## src/rtl/fir_mac_seq.sv

```systemverilog
// rtl/fir_mac_seq.sv - sequential multiply-accumulate FIR stage fed by the sample circular buffer
//
// Each burst of `sequencing` multiplies the streamed samples by coefficients
// read from an external 1-cycle-latency ROM. The products are summed and one
// saturated result is emitted when the burst ends.
//
// Ports:
//   clk         system clock, rising edge
//   rst_n       asynchronous active-low reset
//   sequencing  high while smpl_in carries a valid buffer sample
//   smpl_in     signed 16-bit sample, valid with sequencing
//   coeff_addr  coefficient ROM read address (tap index)
//   coeff       signed 16-bit coefficient, one cycle after coeff_addr
//   smpl_out    signed 16-bit filtered result, held until the next result
//   smpl_vld    one-cycle pulse when smpl_out updates
module fir_mac_seq #(
  parameter int TAPS = 1024,
  parameter int AW   = 10
) (
  input  logic               clk,
  input  logic               rst_n,
  input  logic               sequencing,
  input  logic signed [15:0] smpl_in,
  output logic [AW-1:0]      coeff_addr,
  input  logic signed [15:0] coeff,
  output logic signed [15:0] smpl_out,
  output logic               smpl_vld
);

  typedef enum logic [1:0] {
    IDLE  = 2'd0,
    ACCUM = 2'd1,
    DRAIN = 2'd2
  } state_t;

  state_t             state;
  logic [AW:0]        tap_cnt;     // taps issued so far this burst; reaches TAPS
  logic [AW-1:0]      addr_q;      // address of the next tap, saturated at TAPS-1
  logic               drain_cnt;
  logic signed [15:0] s1_smpl;
  logic               s1_vld;
  logic signed [31:0] p2_prod;
  logic               p2_vld;
  logic signed [41:0] acc;

  logic               issue;
  logic [AW:0]        tap_cnt_nxt;
  logic signed [41:0] acc_shr;
  logic signed [15:0] sat_val;

  // Tap count is always zero in IDLE, so one limit test covers both states.
  assign issue       = sequencing && (state != DRAIN) && (tap_cnt < (AW+1)'(TAPS));
  assign tap_cnt_nxt = tap_cnt + 1'b1;

  // The cycle sequencing drops is already the first drain cycle, although the
  // state register only moves to DRAIN at the end of it. Gating with
  // sequencing makes the ROM address return to 0 in that same cycle.
  assign coeff_addr  = (state == ACCUM && sequencing) ? addr_q : '0;

  assign acc_shr = acc >>> 15;

  always_comb begin
    sat_val = acc_shr[15:0];
    if (acc_shr > 42'sd32767) begin
      sat_val = 16'sh7fff;
    end else if (acc_shr < -42'sd32768) begin
      sat_val = 16'sh8000;
    end
  end

  always_ff @(posedge clk or negedge rst_n) begin
    if (!rst_n) begin
      state     <= IDLE;
      tap_cnt   <= '0;
      addr_q    <= '0;
      drain_cnt <= 1'b0;
      s1_smpl   <= '0;
      s1_vld    <= 1'b0;
      p2_prod   <= '0;
      p2_vld    <= 1'b0;
      acc       <= '0;
      smpl_out  <= '0;
      smpl_vld  <= 1'b0;
    end else begin
      smpl_vld <= 1'b0;

      // Stage 1: sample waits here while the ROM returns its coefficient.
      s1_vld <= issue;
      if (issue) begin
        s1_smpl <= smpl_in;
      end

      // Stage 2: registered product.
      p2_vld <= s1_vld;
      if (s1_vld) begin
        p2_prod <= 32'(s1_smpl) * 32'(coeff);
      end

      // Stage 3: accumulate.
      if (p2_vld) begin
        acc <= acc + 42'(p2_prod);
      end

      if (issue) begin
        tap_cnt <= tap_cnt_nxt;
        addr_q  <= (tap_cnt_nxt >= (AW+1)'(TAPS)) ? AW'(TAPS - 1) : tap_cnt_nxt[AW-1:0];
      end

      case (state)
        IDLE: begin
          if (sequencing) begin
            state <= ACCUM;
          end
        end
        ACCUM: begin
          if (!sequencing) begin
            state     <= DRAIN;
            drain_cnt <= 1'b0;
            tap_cnt   <= '0;
            addr_q    <= '0;
          end
        end
        DRAIN: begin
          // Two cycles here plus the ACCUM cycle that saw sequencing low
          // give the three cycles needed for the last product to land.
          if (drain_cnt) begin
            state    <= IDLE;
            smpl_out <= sat_val;
            smpl_vld <= 1'b1;
            acc      <= '0;
          end else begin
            drain_cnt <= 1'b1;
          end
        end
        default: begin
          state <= IDLE;
        end
      endcase
    end
  end

endmodule
```

## config.mk

```make
export PLATFORM = sky130hd
export DESIGN_NAME = fir_mac_seq
export DESIGN_NICKNAME = d
export VERILOG_FILES = /design/src/rtl/fir_mac_seq.sv
export SDC_FILE = /design/constraint.sdc
export NUM_CORES = 1
export LEC_CHECK = 0
export CELL_PAD_IN_SITES_DETAIL_PLACEMENT = 1
export CELL_PAD_IN_SITES_GLOBAL_PLACEMENT = 1
export CORE_MARGIN = 5
export CORE_UTILIZATION = 50
export CTS_CLUSTER_DIAMETER = 80
export DETAILED_ROUTE_END_ITERATION = 12
export GPL_TIMING_DRIVEN = 0
export PLACE_DENSITY_LB_ADDON = 0.3
export SLEW_MARGIN = 20
export SYNTH_ARGS = -nofsm -noshare
export SYNTH_HDL_FRONTEND = slang
export SYNTH_SLANG_ARGS = --single-unit
```

## constraint.sdc

```tcl
create_clock -name clk -period 8.2 [get_ports clk]
set_input_delay 1.23 -clock clk [delete_from_list [all_inputs] [get_ports clk]]
set_output_delay 1.23 -clock clk [all_outputs]
set_load 0.01 [all_outputs]
```

## After elaboration in Yosys (flattened, before gate mapping)

Index checks and enable logic that the tools add are counted.

- Flip-flop bits (word level): 133
- Input bits: 35

- Add/sub/neg operators: 2
- Multiply operators: 1
- $lt $le $gt $ge: 4
- Equal/unequal tests: 6
- Muxes and demuxes: 21
- Reduce and logical (&&, ||, !) cells: 8

Operator list:

| operator | count |
|---|---|
| $mux 42 | 3 |
| $mux 10 | 5 |
| $add 42x32->42 | 1 |
| $mux 11 | 3 |
| $mul 16x16->32 | 1 |
| $mux 16 | 2 |
| $gt 27x16->1 const B | 1 |
| $lt 27x16->1 const B | 1 |
| $add 11x1->11 const B | 1 |
| $ge 11x11->1 const B | 1 |
| $lt 11x11->1 const B | 1 |
| $ne 2x2->1 const B | 4 |
| $mux 2 | 3 |
| $pmux 2 s3 | 1 |
| $reduce_and 2->1 | 2 |
| $logic_and 1x1->1 | 3 |
| $mux 1 | 3 |
| $reduce_and 3->1 | 1 |
| $eq 2x1->1 const B | 1 |
| $eq 2x2->1 const B | 1 |
| $logic_not 2->1 | 1 |
| $pmux 1 s2 | 1 |
| $reduce_bool 2->1 | 1 |

## Longest topological paths before layout

- Depth after elaboration: 6
- Gate-level depth with buffers: 26

## Least setup slack after synthesis

OpenSTA, ideal clock, no wires.

- Path kind: input-to-reg
- Start: in coeff[1]
- End: reg p2_prod[31]
- Library setup time: 0.125 ns
- Arrival: 6.821 ns
- Path slack: 1.254 ns
- Stages on the path: 20
- Buffers on the path: 1
- Path through: clkbuf_1 > nand2_1 > inv_1 > fa_1 > fa_1 > fa_1 > fa_1 > fa_1 > inv_1 > fa_1 > inv_1 > ha_1 > nand3_1 > nor2_1 > nor4b_1 > o2111ai_2 > nand3_1 > a31oi_2 > xnor2_1 > mux2_4

- Word-level cells in the longest chain between the ends: 1

RTL lines:

| element | RTL line | source |
|---|---|---|
| start: declaration | 25 | `input logic signed [15:0] coeff,` |
| $mul 16x16->32 | 96 | `p2_prod <= 32'(s1_smpl) * 32'(coeff);` |
| end signal: assignment | 96 |  |
| end: declaration | 42 | `logic signed [31:0] p2_prod;` |

No other way between the ends.
A chain may end at the register's enable or synchronous reset.

## Final worst setup path

- Start: in coeff[10]
- End: reg p2_prod[31]

The elaborated chain is that of the path after synthesis.

==> results.json <==
{
  "layout-drive-gt1-share_pct": 3.922,
  "clk_pin_slew_worst_paths_ps": 70,
  "seqCellArea_um2": 3328,
  "worstReg2RegEnd": "p2_prod[31]",
  "fin_crit_sh_pct": 96.19,
  "required_ps": 8520,
  "syn2layout_area_growth_pct": 10.44,
  "drtPass1Iterations": 5,
  "worst_slack_ps": 312.1,
  "clock-sinks": 133,
  "cts_tree": "built",
  "fillers": 4079,
  "async_flop_share_pct": 100.0,
  "h-tree-depth": 4,
  "start_util_pct": 50.74,
  "wl_um": 52850,
  "drc": 0,
  "crit_path_end_kind": "flip-flop",
  "grt_pass1_vias": 16430,
  "final_cell_mix": "inv_1, fa_1, nand2_1",
  "setup_viol": 0,
  "slew_viol_final": 0,
  "synthFlopType": "dfrtp_1",
  "worst_pin_slew_ps": 977.4,
  "place.gp.congestion": 0.9149,
  "hold_depth": 0,
  "min_period_ps": 7888,
  "synth_edf_count": 0,
  "fmax_mhz": 126.8,
  "ant_nets": 0,
  "numCtsBuffers": 17,
  "grt_max_degree": 81,
  "multiInputGateArea_um2": 12680,
  "ys_seq_elements": 133,
  "synth-simple-area-share_pct": 16.65,
  "placed_area_um2": 18740,
  "synthMuxAreaShare_pct": 2.584,
  "ff2ff_path_depth": 23,
  "layout_commonest_cell": "inv_1",
  "outcome": "complete, no violations",
  "postLayoutCellArea_um2": 19360,
  "r2r-start": "s1_smpl[5]",
  "clockBufferDepth": 2,
  "dp_hpwl_um": 42690,
  "worstHoldEndpoint": "p2_vld",
  "synth-compound-area-share_pct": 10.37,
  "synth_fa_ha_area_share_pct": 38.89,
  "slew_headroom_pct": 34.84,
  "vias": 14130,
  "viasPerCell": 5.659,
  "synth_top_family_by_area": "adder cells",
  "drtIter0Drc": 745,
  "hp-class": "flip-flop to flip-flop",
  "syn_nets": 2368,
  "track_usage_pct": 28.11,
  "finalClockSkew_ps": 14.32,
  "num_rows": 68,
  "fin_nets": 2449,
  "fp.dieH_um": 197.2,
  "cts_hold_buf": 0,
  "whs_ps": 387.9,
  "ctsRootBufferMaster": "clkbuf_16",
  "grt_pass1_wl_um": 86150,
  "ios": 62,
  "seq_area_frac_synth_pct": 18.99,
  "crit_path_max_fanout": 10,
  "gr-total-overflow": 0,
  "synth_xor_area_share_pct": 3.798,
  "syn-instance-count": 1946,
  "die_w_um": 197.2,
  "ff2ff_setup_slack_ps": 840,
  "syn_avg_cell_area_um2": 9.007,
  "synthDistinctLibCells": 71,
  "io_buffers": 61,
  "cp.arrival_ps": 8210,
  "clock_latency_ps": 440,
  "yosys_warnings": 0,
  "dieArea_um2": 38900,
  "rsz0062_at_grt": "no",
  "synth_area_um2": 17530,
  "start_kind": "primary input",
  "core_um2": 34540,
  "finalHoldViolCount": 0,
  "wl_per_cell_um": 21.17,
  "cap_violations": 0,
  "antenna_found_initial": 1,
  "worstHoldStart": "s1_vld",
  "crit_type": "primary input to flip-flop",
  "pre_cts_slack_ps": -395.3
}
[metal layers]
| layer | vias to the layer above | global-route usage, % | routed length (µm) |
|---|---|---|---|
| met1 | 7320 | 35.23 | 21630 |
| met3 | 126 | 4.469 | 2518 |
| li1 | 6317 | - | - |
| met5 | - | 0 | 0 |
| met2 | 363 | 49.90 | 27040 |
| met4 | 0 | 9.040 | 1665 |
[cells in the mapped netlist (30+ instances only)]
cell type  count  area, µm²
dfrtp_1      133       3328
a21oi_1       85      425.4
fa_1         263       5265
nor2_1       133      499.2
nand2_1      243      912.1
nand3_1       34      170.2
inv_1        330       1239
xnor2_1       50      437.9
and2_1       133      832.1
a21o_1        30      225.2
clkbuf_1      72      270.3
ha_1         124       1551
o21ai_0       56      280.3
[registers in the layout (all words and copies together), names as in the netlist]
signal and count:
acc 42, p2_prod 32, s1_smpl 16, smpl_out 16
tap_cnt 11, addr_q 10, state 2, drain_cnt 1
p2_vld 1, s1_vld 1, smpl_vld 1
[stage by stage]
stage          setup TNS, ps  cells  util (%)
3_5_place_dp           -1386   2463     54.25
2_1_floorplan              0   1946         -
6_report                   0   2496     56.04
5_1_grt                    0   2495     56.03
3_3_place_gp          -547.5   2462     54.15
4_1_cts                    0   2495     55.99
[cell families (layout without fill, tap and decap cells)]
logic type,after synthesis,after routing
xor+xnor,76,76
simple gates,621,621
mux,42,42
other cells,0,1
fa+ha+maj,387,387
flops,133,133
compound gates,282,282
buf+inv,405,499
[cell type report]
cell class              count  area share (%)
diodes                      1         0.01293
plain buffers              74           1.500
clock buffers              17           2.198
clock inverters            15          0.9114
inverters                 331           6.418
multi-input cells        1408           65.50
flip-flops and latches    133           17.19
well taps                 455           2.941
repair buffers             62           3.322
[what timing repair did]
item	in CTS	in global routing
setup endpoints to repair	0	6
setup buffers	0	0
resized for setup	0	10
[worst max-delay path, stage by stage]
cell	delay, ps
clkdlybuf4s50_1	730
clkbuf_1	510
nand2_1	190
fa_1	600
inv_1	70
fa_1	580
fa_1	470
fa_1	450
fa_1	530
inv_1	50
fa_1	470
inv_1	40
ha_1	270
buf_6	140
a21o_1	170
a21o_1	210
a2111oi_4	390
o31ai_2	140
o2111ai_2	220
nand3_1	140
a31oi_2	210
xnor2_1	120
mux2_4	280
[how the worst max path moves through the flow]
stage               from          end  depth (start not counted)
2_1_floorplan   coeff[1]  p2_prod[31]                         20
3_5_place_dp    coeff[4]  p2_prod[31]                         21
4_1_cts         coeff[2]  p2_prod[31]                         21
3_3_place_gp    coeff[1]  p2_prod[31]                         21
5_1_grt         coeff[8]  p2_prod[31]                         24
6_report       coeff[10]  p2_prod[31]                         23
Power is left out: the tool's default activity adds up to more than one toggle a clock period on the data nets, which glitch-free logic cannot reach.
